## src/rtl/mips_dbg_pkg.sv

```systemverilog
// Shared constants for the MIPS end-of-run state dump engine.
// Record tags, halt causes, dump FSM states and record index width.
package mips_dbg_pkg;

  localparam int IDX_W = 16;

  localparam logic [1:0] TAG_PC  = 2'd0;
  localparam logic [1:0] TAG_REG = 2'd1;
  localparam logic [1:0] TAG_MEM = 2'd2;
  localparam logic [1:0] TAG_END = 2'd3;

  localparam logic CAUSE_HALT    = 1'b0;
  localparam logic CAUSE_TIMEOUT = 1'b1;

  typedef enum logic [3:0] {
    S_IDLE,
    S_RUN,
    S_SETTLE,
    S_EMIT_PC,
    S_RD,
    S_CAP,
    S_EMIT,
    S_EMIT_END,
    S_DONE
  } state_t;

endpackage

```

## src/rtl/mips_state_dump_if.sv

```systemverilog
// Tagged dump record stream with valid/ready handshake.
// master drives valid/tag/index/data, slave drives ready.
interface mips_state_dump_if
  import mips_dbg_pkg::*;
#(
  parameter int DATA_W = 32
);
  logic              valid;
  logic              ready;
  logic [1:0]        tag;
  logic [IDX_W-1:0]  index;
  logic [DATA_W-1:0] data;

  modport master (
    output valid, tag, index, data,
    input  ready
  );

  modport slave (
    input  valid, tag, index, data,
    output ready
  );
endinterface

```

## src/rtl/mips_halt_detector.sv

```systemverilog
// PC self-loop and run-cycle timeout detector for the dump engine.
// Ports: clk, rst_n, clear, en, pc in; hit, cause, cycle_cnt out.
module mips_halt_detector
  import mips_dbg_pkg::*;
#(
  parameter int ADDR_W      = 32,
  parameter int STALL_LIMIT = 8,
  parameter int TIMEOUT     = 1000000,
  parameter int CNT_W       = $clog2(TIMEOUT + 1)
) (
  input  logic              clk,
  input  logic              rst_n,
  input  logic              clear,
  input  logic              en,
  input  logic [ADDR_W-1:0] pc,
  output logic              hit,
  output logic              cause,
  output logic [CNT_W-1:0]  cycle_cnt
);

  localparam int ST_W = $clog2(STALL_LIMIT + 1);
  localparam logic [ST_W-1:0]  ST_LAST = ST_W'(STALL_LIMIT - 1);
  localparam logic [CNT_W-1:0] CYC_MAX = CNT_W'(TIMEOUT);

  logic [ADDR_W-1:0] prev_pc;
  logic [ST_W-1:0]   stall_cnt;
  logic [ST_W-1:0]   stall_nxt;
  logic [CNT_W-1:0]  cycle_nxt;
  logic              halt;
  logic              tout;

  // The first run cycle has no previous PC to compare with.
  always_comb begin
    cycle_nxt = cycle_cnt;
    if (cycle_cnt != CYC_MAX)
      cycle_nxt = cycle_cnt + CNT_W'(1);
    stall_nxt = '0;
    if (cycle_cnt != '0 && pc == prev_pc) begin
      stall_nxt = stall_cnt;
      if (stall_cnt != ST_LAST)
        stall_nxt = stall_cnt + ST_W'(1);
    end
    halt  = en && (stall_nxt == ST_LAST);
    tout  = en && (cycle_nxt == CYC_MAX);
    hit   = halt || tout;
    cause = halt ? CAUSE_HALT : CAUSE_TIMEOUT;
  end

  always_ff @(posedge clk or negedge rst_n) begin
    if (!rst_n) begin
      prev_pc   <= '0;
      stall_cnt <= '0;
      cycle_cnt <= '0;
    end else if (clear) begin
      prev_pc   <= '0;
      stall_cnt <= '0;
      cycle_cnt <= '0;
    end else if (en) begin
      prev_pc   <= pc;
      stall_cnt <= stall_nxt;
      cycle_cnt <= cycle_nxt;
    end
  end

endmodule

```

## src/rtl/mips_state_dump.sv

```systemverilog
// End-of-run state capture: freezes the core, streams PC/regs/mem/END.
// Ports: clk, rst_n, start, pc, debug read ports, cpu_freeze, done, cause, dump stream.
module mips_state_dump
  import mips_dbg_pkg::*;
#(
  parameter int          DATA_W      = 32,
  parameter int          ADDR_W      = 32,
  parameter int          NUM_REGS    = 32,
  parameter int unsigned MEM_BASE    = 0,
  parameter int          MEM_WORDS   = 12,
  parameter int          STALL_LIMIT = 8,
  parameter int          TIMEOUT     = 1000000,
  parameter int          REG_IDX_W   = $clog2(NUM_REGS),
  parameter int          CNT_W       = $clog2(TIMEOUT + 1)
) (
  input  logic                 clk,
  input  logic                 rst_n,
  input  logic                 start,
  input  logic [ADDR_W-1:0]    pc,
  output logic                 cpu_freeze,
  output logic [REG_IDX_W-1:0] rf_rd_idx,
  input  logic [DATA_W-1:0]    rf_rd_data,
  output logic [ADDR_W-1:0]    dm_rd_addr,
  input  logic [DATA_W-1:0]    dm_rd_data,
  output logic                 done,
  output logic                 cause,
  mips_state_dump_if.master    dump
);

  localparam logic [IDX_W-1:0] LAST_REG = IDX_W'(NUM_REGS - 1);
  localparam logic [IDX_W-1:0] LAST_MEM =
    IDX_W'((MEM_WORDS == 0) ? 0 : MEM_WORDS - 1);

  state_t           state;
  logic             mem_phase;
  logic             hit;
  logic             hit_cause;
  logic [CNT_W-1:0] cycle_cnt;

  mips_halt_detector #(
    .ADDR_W      (ADDR_W),
    .STALL_LIMIT (STALL_LIMIT),
    .TIMEOUT     (TIMEOUT),
    .CNT_W       (CNT_W)
  ) u_det (
    .clk       (clk),
    .rst_n     (rst_n),
    .clear     (state == S_IDLE),
    .en        (state == S_RUN),
    .pc        (pc),
    .hit       (hit),
    .cause     (hit_cause),
    .cycle_cnt (cycle_cnt)
  );

  always_ff @(posedge clk or negedge rst_n) begin
    if (!rst_n) begin
      state      <= S_IDLE;
      mem_phase  <= 1'b0;
      cpu_freeze <= 1'b0;
      done       <= 1'b0;
      cause      <= 1'b0;
      rf_rd_idx  <= '0;
      dm_rd_addr <= '0;
      dump.valid <= 1'b0;
      dump.tag   <= '0;
      dump.index <= '0;
      dump.data  <= '0;
    end else begin
      unique case (state)
        S_IDLE: begin
          mem_phase  <= 1'b0;
          rf_rd_idx  <= '0;
          dm_rd_addr <= '0;
          if (start)
            state <= S_RUN;
        end
        S_RUN: begin
          if (hit) begin
            cause      <= hit_cause;
            cpu_freeze <= 1'b1;
            state      <= S_SETTLE;
          end
        end
        S_SETTLE: begin
          dump.valid <= 1'b1;
          dump.tag   <= TAG_PC;
          dump.index <= '0;
          dump.data  <= DATA_W'(pc);
          state      <= S_EMIT_PC;
        end
        S_EMIT_PC: begin
          if (dump.ready) begin
            dump.valid <= 1'b0;
            state      <= S_RD;
          end
        end
        S_RD: state <= S_CAP;
        S_CAP: begin
          dump.valid <= 1'b1;
          dump.tag   <= mem_phase ? TAG_MEM : TAG_REG;
          dump.data  <= mem_phase ? dm_rd_data : rf_rd_data;
          state      <= S_EMIT;
        end
        S_EMIT: begin
          if (dump.ready) begin
            if (!mem_phase && dump.index != LAST_REG) begin
              dump.valid <= 1'b0;
              dump.index <= dump.index + IDX_W'(1);
              rf_rd_idx  <= rf_rd_idx + REG_IDX_W'(1);
              state      <= S_RD;
            end else if (!mem_phase && MEM_WORDS != 0) begin
              dump.valid <= 1'b0;
              dump.index <= '0;
              mem_phase  <= 1'b1;
              dm_rd_addr <= ADDR_W'(MEM_BASE);
              state      <= S_RD;
            end else if (mem_phase && dump.index != LAST_MEM) begin
              dump.valid <= 1'b0;
              dump.index <= dump.index + IDX_W'(1);
              dm_rd_addr <= dm_rd_addr + ADDR_W'(4);
              state      <= S_RD;
            end else begin
              // valid stays high: END follows with no bubble
              dump.tag   <= TAG_END;
              dump.index <= '0;
              dump.data  <= DATA_W'(cycle_cnt);
              state      <= S_EMIT_END;
            end
          end
        end
        S_EMIT_END: begin
          if (dump.ready) begin
            dump.valid <= 1'b0;
            done       <= 1'b1;
            state      <= S_DONE;
          end
        end
        S_DONE: begin
          if (!start) begin
            done       <= 1'b0;
            cpu_freeze <= 1'b0;
            state      <= S_IDLE;
          end
        end
        default: state <= S_IDLE;
      endcase
    end
  end

endmodule

```

## src/flat_wrapper.sv

```systemverilog
// flat-port wrapper written by rule: the top's interface ports become plain ports
module mips_state_dump_flat import mips_dbg_pkg::*;
#(
  parameter int          DATA_W      = 32,
  parameter int          ADDR_W      = 32,
  parameter int          NUM_REGS    = 32,
  parameter int unsigned MEM_BASE    = 0,
  parameter int          MEM_WORDS   = 12,
  parameter int          STALL_LIMIT = 8,
  parameter int          TIMEOUT     = 1000000,
  parameter int          REG_IDX_W   = $clog2(NUM_REGS),
  parameter int          CNT_W       = $clog2(TIMEOUT + 1)
)
  (clk, rst_n, start, pc, cpu_freeze, rf_rd_idx, rf_rd_data, dm_rd_addr, dm_rd_data, done, cause, dump_valid, dump_tag, dump_index, dump_data, dump_ready);
  mips_state_dump_if #(.DATA_W(DATA_W)) dump_i ();
  input  logic clk;
  input  logic rst_n;
  input  logic start;
  input  logic [ADDR_W-1:0] pc;
  output logic cpu_freeze;
  output logic [REG_IDX_W-1:0] rf_rd_idx;
  input  logic [DATA_W-1:0] rf_rd_data;
  output logic [ADDR_W-1:0] dm_rd_addr;
  input  logic [DATA_W-1:0] dm_rd_data;
  output logic done;
  output logic cause;
  output wire logic [$bits(dump_i.valid)-1:0] dump_valid;
  output wire logic [$bits(dump_i.tag)-1:0] dump_tag;
  output wire logic [$bits(dump_i.index)-1:0] dump_index;
  output wire logic [$bits(dump_i.data)-1:0] dump_data;
  input wire logic [$bits(dump_i.ready)-1:0] dump_ready;
  assign dump_valid = dump_i.valid;
  assign dump_tag = dump_i.tag;
  assign dump_index = dump_i.index;
  assign dump_data = dump_i.data;
  assign dump_i.ready = dump_ready;
  mips_state_dump #(.DATA_W(DATA_W), .ADDR_W(ADDR_W), .NUM_REGS(NUM_REGS), .MEM_BASE(MEM_BASE), .MEM_WORDS(MEM_WORDS), .STALL_LIMIT(STALL_LIMIT), .TIMEOUT(TIMEOUT), .REG_IDX_W(REG_IDX_W), .CNT_W(CNT_W)) u_core (.clk(clk), .rst_n(rst_n), .start(start), .pc(pc), .cpu_freeze(cpu_freeze), .rf_rd_idx(rf_rd_idx), .rf_rd_data(rf_rd_data), .dm_rd_addr(dm_rd_addr), .dm_rd_data(dm_rd_data), .done(done), .cause(cause), .dump(dump_i));
endmodule
```

## config.mk

```make
export PLATFORM = sky130hd
export DESIGN_NAME = mips_state_dump_flat
export DESIGN_NICKNAME = d
export VERILOG_FILES = /design/src/rtl/mips_dbg_pkg.sv /design/src/rtl/mips_state_dump_if.sv /design/src/rtl/mips_halt_detector.sv /design/src/rtl/mips_state_dump.sv /design/src/flat_wrapper.sv
export SDC_FILE = /design/constraint.sdc
export NUM_CORES = 1
export LEC_CHECK = 0
export ABC_AREA = 1
export CAP_MARGIN = 10
export CORE_MARGIN = 2
export CORE_UTILIZATION = 52
export CTS_CLUSTER_SIZE = 24
export DETAILED_ROUTE_END_ITERATION = 8
export GPL_ROUTABILITY_DRIVEN = 1
export PLACE_DENSITY_LB_ADDON = 0.12
export SKIP_LAST_GASP = 1
export SLEW_MARGIN = 15
export SYNTH_ARGS = -nofsm -noshare
export SYNTH_HDL_FRONTEND = slang
export SYNTH_SLANG_ARGS = --single-unit
```

## constraint.sdc

```tcl
create_clock -name clk -period 2.2 [get_ports clk]
set_input_delay 0.44 -clock clk [delete_from_list [all_inputs] [get_ports clk]]
set_output_delay 0.44 -clock clk [all_outputs]
set_load 0.01 [all_outputs]
```

==> flow_metrics.py <==
metrics = {
    "sta": {
        "hold_violations": 0,
        "fmax_mhz": 475,
        "finalCritPeriodShare_pct": 95.7,
        "relSlewSlack_pct": 65.5,
        "drv_slew": 0,
        "setup_ws_ps": 94.5,
        "tightestPinTransition_ps": 512,
        "rsz0062_at_grt": "yes",
        "worst_clock_skew_ps": 9.64,
        "min_period_ps": 2110,
        "setup_viol": 0,
    },
    "synth": {
        "yosysTopAreaCell": "dfrtp_1",
        "ys_top_cells_by_area": "dfrtp_1, nand2_1, inv_1",
        "synth-seq-cells": 150,
        "synth.cell_area_um2": 9020,
        "synth-main-ff-cell": "dfrtp_1",
        "synth_edf_count": 0,
        "synthesis.instances": 1207,
        "async_flop_share_pct": 100,
        "ys_seq_area_share_pct": 41.6,
        "ys_types": 51,
        "avgSynthCellArea_um2": 7.48,
        "ys_warn_count": 0,
        "synth_top_area_share_pct": 41.6,
    },
    "global_routing": {
        "grt_max_degree": 69,
        "grt_pass1_wl_um": 44100,
        "track_usage_pct": 30.5,
        "antenna_found_initial": 0,
        "grt_overflow": 0,
        "grt_pass1_vias": 8918,
    },
    "finish": {
        "synthToLayoutAreaGrowth_pct": 39.1,
        "final_common_cell": "nand2_1",
        "nets": 1578,
        "final_area_um2": 12500,
        "mostFrequentLayoutCells": "nand2_1, clkdlybuf4s50_1, inv_1",
        "antennaDiodeCount": 0,
        "drive_above_1_share_pct": 13.6,
    },
    "routing": {
        "postRouteWirelength_um": 28800,
        "avgRoutedWirePerCell_um": 16.8,
        "viasPerCell": 5.54,
        "ant_nets": 0,
        "drtIter0Drc": 674,
        "drt_first_pass_iters": 5,
        "remaining_drc_errors": 0,
        "num_vias": 9468,
    },
    "outcome": {
        "outcome": "finished clean",
    },
    "setup_path": {
        "path_max_fanout": 17,
        "cp_slowest_cell": "dfrtp_1",
        "cp_common_cell": "inv_1",
        "cpPeakStageDelay_ps": 420,
        "cp_data_required_time_ps": 2550,
        "worstSetupEndpointType": "register",
        "startpoint_type": "register",
        "cp_cell_sequence": "inv_1 > nand4_1 > nor2_1 > nand2_1 > inv_1 > nand2_4 > o21ai_4 > buf_12 > o221ai_1 > o21ai_0",
        "cp_num_buf_inv": 3,
        "cp_top_family": "compound AO/OA/AOI/OAI gates",
        "arrival_ps": 2450,
        "critical_path_class": "reg2reg",
    },
    "place": {
        "io_buffers": 188,
        "place_ws_ps": -277,
        "placed_area_um2": 11800,
        "gp_congestion": 0.983,
        "hpwl_um": 20300,
    },
    "clock_network": {
        "tritoncts.num_buffers": 17,
        "clockBufferDepth": 2,
        "cts.htree.levels": 4,
        "clock-sinks": 150,
        "cts_tree": "done",
        "cts_root_buffer": "clkbuf_16",
        "cts.clk_slew.worst_paths_ps": 60,
        "clock_latency_ps": 440,
    },
    "die": {
        "ioPinCount": 191,
        "core_area_um2": 17100,
        "num_rows": 48,
        "die_h_um": 136,
        "start_util_pct": 52.7,
        "fp.dieW_um": 136,
        "die_area_um2": 18400,
    },
    "power_and_ir_drop": {
        "power_density_nw_per_um2": 916,
        "power_leakage_nw": 5.57,
        "vdd_drop_max_mv": 0.644,
    },
    "worst_hold_path": {
        "hp-class": "in2async",
    },
    "run": {
        "max_cap_viol_count": 0,
    },
}
==> area by class of cell <==
type	count	area [um^2]
clock buffers	20	467
clock inverters	12	101
fillers	1393	4570
inverters	177	667
multi-input cells	840	4520
flip-flops and latches	150	3760
well taps	225	282
repair buffers	286	2760
==> power by group <==
part           switching, mW  internal (mW)  leakage, nW
Clock                   1.21           1.64        0.282
Sequential             0.377           3.36         1.98
Combinational           2.79           2.12         3.31
Total                   4.38           7.12         5.57
==> metrics by stage <==
stage	setup TNS (ps)	power, mW	instances	utilization (%)	hold WS (ps)
floorplan	0	6.32	1208	-	144
global placement	-1080	8.33	1671	68.7	384
detailed placement	-1710	8.41	1671	68.7	385
CTS	0	11.3	1704	72.1	498
global route	-68.0	12.2	1710	73.3	534
finish	0	11.5	1710	73.3	504
==> synth_stat cells (3+ instances only) <==
| library cell | instances |
|---|---|
| o21ai_1 | 5 |
| nor4_1 | 5 |
| ha_1 | 6 |
| dfrtp_1 | 150 |
| a31oi_1 | 18 |
| xor2_1 | 32 |
| nor3_1 | 31 |
| a22o_1 | 20 |
| inv_1 | 169 |
| a21boi_0 | 3 |
| buf_2 | 16 |
| nand2_4 | 4 |
| o22ai_1 | 39 |
| o21ai_0 | 72 |
| nand4_1 | 28 |
| o2bb2ai_1 | 6 |
| a22oi_1 | 12 |
| nor2_4 | 4 |
| nand2_2 | 5 |
| nor2_2 | 13 |
| nor2_1 | 140 |
| inv_2 | 6 |
| buf_4 | 4 |
| nand3_1 | 56 |
| buf_6 | 4 |
| xnor2_1 | 5 |
| a21oi_1 | 28 |
| nand2_1 | 264 |
| o221ai_1 | 21 |
| clkbuf_1 | 15 |
==> logic make-up after synthesis <==
kind of cell / count (synthesis) / synth area share [%]
buffers and inverters: 218 / 9.82
other: 1 / 0.0416
AND/OR/NAND/NOR: 560 / 27.3
XOR/XNOR: 37 / 3.59
adder cells (fa/ha/maj): 6 / 0.832
flip-flops: 150 / 41.6
AO/OA/AOI/OAI: 235 / 16.8
==> routing by layer <==
metal / wire, um / vias up / part of all wire (%) / GRT usage (%)
met4: 1010 / 0 / 3.5 / 12.6
met5: 0 / - / 0 / 0
met3: 2010 / 75 / 7.0 / 5.35
met2: 13800 / 379 / 48 / 51.9
met1: 11900 / 4473 / 41 / 38.4
li1: - / 4541 / - / -
==> flip-flops by register name, indices dropped and copies added, names as in the netlist <==
| signal | cells |
|---|---|
| u_core.cpu_freeze | 1 |
| u_core.done | 1 |
| u_core.dump.tag | 2 |
| u_core.mem_phase | 1 |
| u_core.dm_rd_addr | 30 |
| u_core.dump.data | 32 |
| u_core.cause | 1 |
| u_core.u_det.prev_pc | 32 |
| u_core.u_det.stall_cnt | 4 |
| u_core.dump.index | 16 |
| u_core.dump.valid | 1 |
| u_core.state | 4 |
| u_core.u_det.cycle_cnt | 20 |
| u_core.rf_rd_idx | 5 |
==> what timing repair did <==
item / CTS / global route
resized for setup: 0 / 39
endpoints found under the hold margin: 38 / 0
endpoints found under the setup margin: 0 / 33
hold buffers: 1 / 0
buffers inserted: 0 / 4
==> path summary, 6_finish.rpt <==
path | start | endpoint | slack, ps | depth (start not counted)
worst max-delay path | u_core.dump.index[13]$_DFFE_PN0P_ | u_core.dump.data[0]$_DFFE_PN0P_ | 90 | 10
worst min-delay path | rst_n | u_core.dump.data[13]$_DFFE_PN0P_ | 500 | 2
worst max register to register | u_core.dump.index[13]$_DFFE_PN0P_ | u_core.dump.data[0]$_DFFE_PN0P_ | 90 | 10
worst min register to register | u_core.dump.data[16]$_DFFE_PN0P_ | u_core.dump.data[16]$_DFFE_PN0P_ | 520 | 2
max in group asynchronous | rst_n | u_core.dump.tag[0]$_DFFE_PN0P_ | 1000 | 3
min in group clk | u_core.dump.data[16]$_DFFE_PN0P_ | u_core.dump.data[16]$_DFFE_PN0P_ | 520 | 2
(Power assumes the default switching activity.)
